### src/rtl/lcd_timing.sv
// LCD display timing generator: dot/char/line counters, LP/YD strobes, active flag and VRAM fetch strobe.
// Optional LCDT_FR_EN adds the AC-drive (fr) output, toggled once per frame.
module lcd_timing #(
    parameter int CW = 8,
    parameter int LW = 8
) (
    input  logic          clk,
    input  logic          rst,
    input  logic          disp_on,
    input  logic [CW-1:0] reg_tcr,
    input  logic [CW-1:0] reg_cr,
    input  logic [LW-1:0] reg_lf,
    input  logic [2:0]    reg_fx,
    output logic [CW-1:0] char_cnt,
    output logic [LW-1:0] line_cnt,
    output logic [2:0]    dot_cnt,
    output logic          lp,
    output logic          yd,
    output logic          active,
    output logic          fetch_req,
    output logic          fr
);

    typedef struct packed {
        logic [CW-1:0] tcr;
        logic [CW-1:0] cr;
        logic [LW-1:0] lf;
        logic [2:0]    fx;
    } geom_t;

    geom_t         shd;
    geom_t         geom_in;
    logic [CW-1:0] c_char;
    logic [LW-1:0] c_line;
    logic [2:0]    c_dot;
    logic [CW:0]   cr_inc;
    logic [CW-1:0] tcr_eff;
    logic          char_tick;
    logic          row_end;
    logic          frame_end;
    logic          c_act;

    assign geom_in = '{tcr: reg_tcr, cr: reg_cr, lf: reg_lf, fx: reg_fx};

    // Row always ends at least one char past the active span, unless cr is already all-ones.
    always_comb begin
        cr_inc  = {1'b0, shd.cr} + {{CW{1'b0}}, 1'b1};
        tcr_eff = (shd.tcr > shd.cr) ? shd.tcr
                : (cr_inc[CW] ? {CW{1'b1}} : cr_inc[CW-1:0]);
    end

    assign char_tick = (c_dot == shd.fx);
    assign row_end   = char_tick && (c_char == tcr_eff);
    assign frame_end = row_end && (c_line == shd.lf);
    assign c_act     = (c_char <= shd.cr) && (c_line <= shd.lf);

    always_ff @(posedge clk) begin
        if (rst) begin
            shd       <= '0;
            c_dot     <= '0;
            c_char    <= '0;
            c_line    <= '0;
            dot_cnt   <= '0;
            char_cnt  <= '0;
            line_cnt  <= '0;
            lp        <= 1'b0;
            yd        <= 1'b0;
            active    <= 1'b0;
            fetch_req <= 1'b0;
        end else if (!disp_on) begin
            shd       <= geom_in;
            c_dot     <= '0;
            c_char    <= '0;
            c_line    <= '0;
            dot_cnt   <= '0;
            char_cnt  <= '0;
            line_cnt  <= '0;
            lp        <= 1'b0;
            yd        <= 1'b0;
            active    <= 1'b0;
            fetch_req <= 1'b0;
        end else begin
            // Outputs decode the counter state of this cycle, one clk later.
            dot_cnt   <= c_dot;
            char_cnt  <= c_char;
            line_cnt  <= c_line;
            lp        <= row_end;
            yd        <= (c_line == '0);
            active    <= c_act;
            fetch_req <= c_act && (c_dot == 3'd0);

            if (char_tick) begin
                c_dot <= '0;
                if (row_end) begin
                    c_char <= '0;
                    c_line <= frame_end ? '0 : c_line + 1'b1;
                end else begin
                    c_char <= c_char + 1'b1;
                end
            end else begin
                c_dot <= c_dot + 1'b1;
            end

            if (frame_end)
                shd <= geom_in;
        end
    end

`ifdef LCDT_FR_EN
    always_ff @(posedge clk) begin
        if (rst)
            fr <= 1'b0;
        else if (disp_on && frame_end)
            fr <= ~fr;
    end
`else
    assign fr = 1'b0;
`endif

endmodule
### config.mk
export PLATFORM = sky130hd
export DESIGN_NAME = lcd_timing
export DESIGN_NICKNAME = d
export VERILOG_FILES = /design/src/rtl/lcd_timing.sv
export SDC_FILE = /design/constraint.sdc
export NUM_CORES = 1
export LEC_CHECK = 0
export CAP_MARGIN = 15
export CORE_AREA = 2 2 99 101
export DETAILED_ROUTE_END_ITERATION = 8
export DIE_AREA = 0 0 101 103
export HOLD_SLACK_MARGIN = 0.12
export SYNTH_ARGS = -nofsm -noshare
export SYNTH_HDL_FRONTEND = slang
export SYNTH_SLANG_ARGS = --single-unit
### constraint.sdc
create_clock -name clk -period 3.85 [get_ports clk]
set_input_delay 0.9625 -clock clk [delete_from_list [all_inputs] [get_ports clk]]
set_output_delay 0.9625 -clock clk [all_outputs]
set_load 0.05 [all_outputs]
# After elaboration in Yosys (flattened, before gate mapping)
# Index checks and enable logic that the tools add are counted.
[totals]
word_cells = 41
reg_bits = 69
out_inout_bits = 24
in_bits = 30
[op_classes]
reduce_logical = 9
n_addsub = 4
muxes = 6
bitwise = 1
n_eq_ne = 4
order_cmp = 3
[op_table]
columns = ["op", "count"]
rows = [
  ["27-bit 2-to-1 mux", 2],
  ["8-bit 2-to-1 mux", 4],
  ["8-bit by 1-bit adder with 8-bit output (second input constant)", 2],
  ["8-bit == test", 2],
  ["8-bit less-or-equal comparator", 2],
  ["8-bit by 1-bit adder with 9-bit output (second input constant)", 1],
  ["8-bit greater-than comparator", 1],
  ["8-bit logical NOT", 1],
  ["1-bit logical AND", 4],
  ["3-bit by 1-bit adder with 3-bit output (second input constant)", 1],
  ["3-bit == test", 1],
  ["3-bit logical NOT", 1],
  ["3-bit OR reduction", 1],
  ["2-bit by 1-bit != test with 1-bit output (second input constant)", 1],
  ["2-bit AND reduction", 1],
  ["2-bit OR reduction", 1],
  ["1-bit inverter", 1],
]

# Longest topological paths before layout
# Gate-level depths: netlist of run 1.
[depth]
depth_word = 8
ltp_mapped = 15
mapped_depth_nobuf = 11

# Worst setup path after synthesis of run 1
# Ideal clock, no wire load.
[synth_timing]
kind = "flip-flop to flip-flop"
startpoint = "register shd[14] (netlist bit)"
endpoint = "register shd[10] (netlist bit)"
setup_slack_ns = 0.756
path_stages_with_launch = 15
setup_ns = 0.128
n_path_buf = 3
period_less_slack_ns = 3.094
arrival_time_ns = 2.967
required_time_ns = 3.722
path_cell_list = "dfxtp_1 buf_2 inv_1 ha_1 nand4_1 nor2_4 a211oi_2 or4_1 o2111ai_2 nand4bb_4 o41ai_2 buf_6 buf_12 mux2i_1 nor2_1"
[synth_between]
elab_chain_len = 7
word_cells_on_any_way = 8
cone_classes = "add/sub (1); order compare (1); eq/ne (2); mux (2); reduce/logical (2)"
[synth_lines]
columns = ["item", "line_no", "rtl"]
rows = [
  ["start: declaration", "31", "geom_t shd;"],
  ["start signal: assignment", "71", "shd <= geom_in;"],
  ["start signal: assignment", "105", "shd <= geom_in;"],
  ["8-bit by 1-bit adder with 9-bit output", "47", "cr_inc = {1'b0, shd.cr} + {{CW{1'b0}}, 1'b1};"],
  ["8-bit 2-to-1 mux", "49", ": (cr_inc[CW] ? {CW{1'b1}} : cr_inc[CW-1:0]);"],
  ["8-bit 2-to-1 mux *", "48", "tcr_eff = (shd.tcr > shd.cr) ? shd.tcr"],
  ["8-bit == test *", "53", "assign row_end = char_tick && (c_char == tcr_eff);"],
  ["1-bit logical AND *", "53", ""],
  ["1-bit logical AND *", "54", "assign frame_end = row_end && (c_line == shd.lf);"],
  ["2-bit by 1-bit != test with 1-bit output (no line) *", "-", ""],
]
# Mark *: on every way between the ends. The rest lies on a longest branch, timed or not.
# A chain may end at the register's enable or synchronous reset.

# Final worst setup path of run 1
[layout_timing]
startpoint = "register shd[13] (netlist bit)"
endpoint = "register shd[14] (netlist bit)"
# Same word-level chain as after synthesis.

==> impl_results.md, run 1 <==
- Max-slew headroom: 55.30%
- Initial core utilization: 38.21%
- Vias in the first global route: 2860
- HP Class: register to register
- CP Capture Type: register
- CORE AREA: 0.009459 sq mm
- Clock buffer depth: 2
- Pint: 0.001311 W
- Clk_skew: 0.01334 ns
- Crit share post-route: 92.51%
- Final Routed Wirelength: 8366 um
- Inst Count DP: 560
- GP Congestion: 0.8778
- Crit path max fanout: 21
- Clock slew at reported path FFs: 0.07 ns
- Final setup violation count: 0
- Share of cells above drive strength 1: 7.375%
- CTS root buf: clkbuf_8
- Drt drc: 0
- RR Startpoint: shd[13]
- Die area: 0.01040 sq mm
- Total gr overflow: 0
- Yosys warns: 0
- Fmax: 0.2808 GHz
- Asr flop ratio synth: 0%
- Pre-CTS WS: 0.2257 ns
- DR pass1 iterations: 4
- Yosys top cell by area: dfxtp_1
- Syn Area/Cell: 8.992 sq um
- # port buffers: 52
- Synth cell types: 50
- Post-synth EDFFs: 0
- Rows: 36
- DP HPWL: 6422 um
- H-tree levels: 3
- Routed Antenna Nets: 0
- Layout Nets: 517
- Die Y-Extent: 103 um
- Sequential area share after synthesis: 38.21%
- Post-synth top flop: dfxtp_1
- Fin worst setup slack: 0.2885 ns
- Clock Power Share: 39.1%
- Worst Tran Pin Value: 0.6698 ns
- Slew Viols, Final: 0
- Yosys top cell area share: 38.21%
- Outcome: completed
- Clk sinks: 69
- Top Ports: 54
- Crit Path Category: register to register
- Die width: 101 um
- Leakage: 1.757 nW
- Largest net degree at the start of global routing: 30
- Top cells by area, synth: dfxtp_1, ha_1, mux2i_1
- Routed vias/inst: 5.134
- First-pass GRT wire length: 13740 um
- Initial antenna violation count: 0
- Gate power share: 18.5%
- Fin Hold WS: 0.4837 ns
- Antenna diode count: 0
- Mapped Cells: 402
- Max Cap Viol: 0
- Seq cells post-synth: 69
- Hold Fails Final Rpt: 0
- Power share of the sequential group: 42.4%
- Hold Buf Count CTS: 0
- Synth Net Count: 462
- Fill cell count: 927
- Final non-filler cell total: 575
- Routed via count: 2952
- Worst vdd ir: 0.1603 mV
- Area Growth Syn to Fin: 24.13%
- Switching share of power: 27.16%
- CP Launch Type: register
- CP Data Required Time: 4.07 ns
- CTS tree: yes
- Crit path DAT: 3.78 ns
- Fin crit period: 3.562 ns
- CTS Buf Count: 9
- Initial DRC count: 126
- Routed length per instance: 14.55 um
- Switch Pwr: 0.0004888 W
- Setup crit start: shd[13]
- All-Layer GR Usage: 17.12%
- Skew-Pair Late Insertion Delay: 0.35 ns
- Hold Path Origin: c_dot[0]
- PwrDens: 401.1 mW/mm^2
- Syn Std Cell Area: 0.003615 sq mm
## cells by family (layout without fill, tap and decap cells)
logic type,after synthesis,in the layout,synth area share [%]
AND/OR/NAND/NOR,152,152,21.67
flip-flops,69,69,38.21
AO/OA/AOI/OAI,65,65,12.46
buffers and inverters,42,101,5.780
adder cells (fa/ha/maj),30,30,10.38
multiplexers,28,28,7.754
XOR/XNOR,15,15,3.634
other,1,1,0.1037
## metal layers
layer	track usage (%)	vias up	part of all wire [%]	wire (um)
met5	0	-	0	0
met4	6.965	0	2.2	181
met3	3.322	16	4.3	363
met2	31.08	67	51	4233
met1	19.81	1360	43	3587
li1	-	1509	-	-
## worst max-delay path, cell delays in order (launching register included)
cell       delay [ns]
dfxtp_1          0.52
inv_1            0.13
ha_1             0.33
nand4_1          0.20
nor2_4           0.19
a211o_1          0.33
nand2_1          0.16
a31oi_1          0.19
o2111ai_1        0.35
o41ai_4          0.52
buf_12           0.25
mux2i_1          0.20
nor2_1           0.05
## cells in the mapped netlist (2+ instances only)
cell,instances
mux2i_1,28
inv_1,28
a21oi_1,18
a211o_1,2
nor2b_1,4
xnor2_1,10
buf_12,2
nand2b_1,4
nor4_1,7
o31a_1,2
o21ai_0,11
xor2_1,5
and4_1,2
nor2_1,63
nand4_1,8
a21o_1,5
a31oi_1,2
nand2_1,18
and2_1,9
dfxtp_1,69
o21a_1,9
buf_2,3
o2111ai_1,2
or2_2,2
nor3_1,7
clkbuf_1,6
or3_1,3
and3_1,3
nand3_1,14
o211ai_1,3
a211oi_1,4
ha_1,30
buf_4,2
## cell type report
cell class	count	area [sq um]	share of cell area, %
clock inverter	6	112.6	2.510
sequential	69	1381	30.79
timing repair buffer	58	578.1	12.88
multi-input combinational	291	2043	45.54
inverter	28	105.1	2.342
tap	114	142.6	3.179
clock buffer	9	123.9	2.761
## power by group through the flow
| stage | logic (W) | registers (W) | clock network, W |
|---|---|---|---|
| 2_1_floorplan | 0.000231 | 0.000781 | 0 |
| 3_3_place_gp | 0.000324 | 0.000779 | 0 |
| 3_5_place_dp | 0.000330 | 0.000779 | 0 |
| 4_1_cts | 0.000332 | 0.000763 | 0.000720 |
| 5_1_grt | 0.000366 | 0.000766 | 0.000753 |
| 6_report | 0.000333 | 0.000762 | 0.000704 |
## through the flow
step	TNS, ns	total power (W)	util, %	cell area (sq um)
6_report	0	0.001800	47.43	4487
2_1_floorplan	0	0.001012	-	3615
3_5_place_dp	0	0.001109	44.85	4243
4_1_cts	0	0.001814	47.35	4479
3_3_place_gp	0	0.001103	44.85	4243
5_1_grt	-0.01413	0.001885	47.43	4487
## registers in the layout (all words and copies together), names as in the netlist
name       count
active         1
line_cnt       8
fetch_req      1
yd             1
char_cnt       8
dot_cnt        3
c_line         8
c_dot          3
c_char         8
lp             1
shd           27
## what timing repair did
item,in CTS,in global routing
endpoints found under the setup margin,0,17
resized for setup,0,1
setup buffers,0,0
## layout by cell type, fill, tap and decap left out, types with 3 or more instances in the layout
master,synthesis,layout
o211ai_1,3,3
and3_1,3,3
dfxtp_1,69,69
or3_1,3,3
nand2b_1,4,4
o21ai_0,11,11
a21o_1,5,5
a211oi_1,4,4
xnor2_1,10,10
bufinv_16,0,3
o21a_1,9,9
ha_1,30,30
nor2_1,63,63
nand4_1,8,8
clkbuf_8,0,9
inv_1,28,28
nand3_1,14,14
nand2_1,18,18
and2_1,9,9
mux2i_1,28,28
nor2b_1,4,4
nor3_1,7,7
buf_4,2,5
clkdlybuf4s50_1,0,52
a21oi_1,18,18
nor4_1,7,7
xor2_1,5,5
## final timing paths
check	endpoint	slack, ns	depth (start not counted)
max	shd[14]	0.29	12
min reg2reg	c_dot[0]	0.48	1
max reg2reg	shd[14]	0.29	12
min	c_dot[0]	0.48	1
Power figures use the tool's default switching activity.
==> run 2, diff against run 1 <==
SLEW_MARGIN = 5   (was not set)
==> results of run 2 <==
No change in the layout: final DEF, timing and power equal those of run 1.
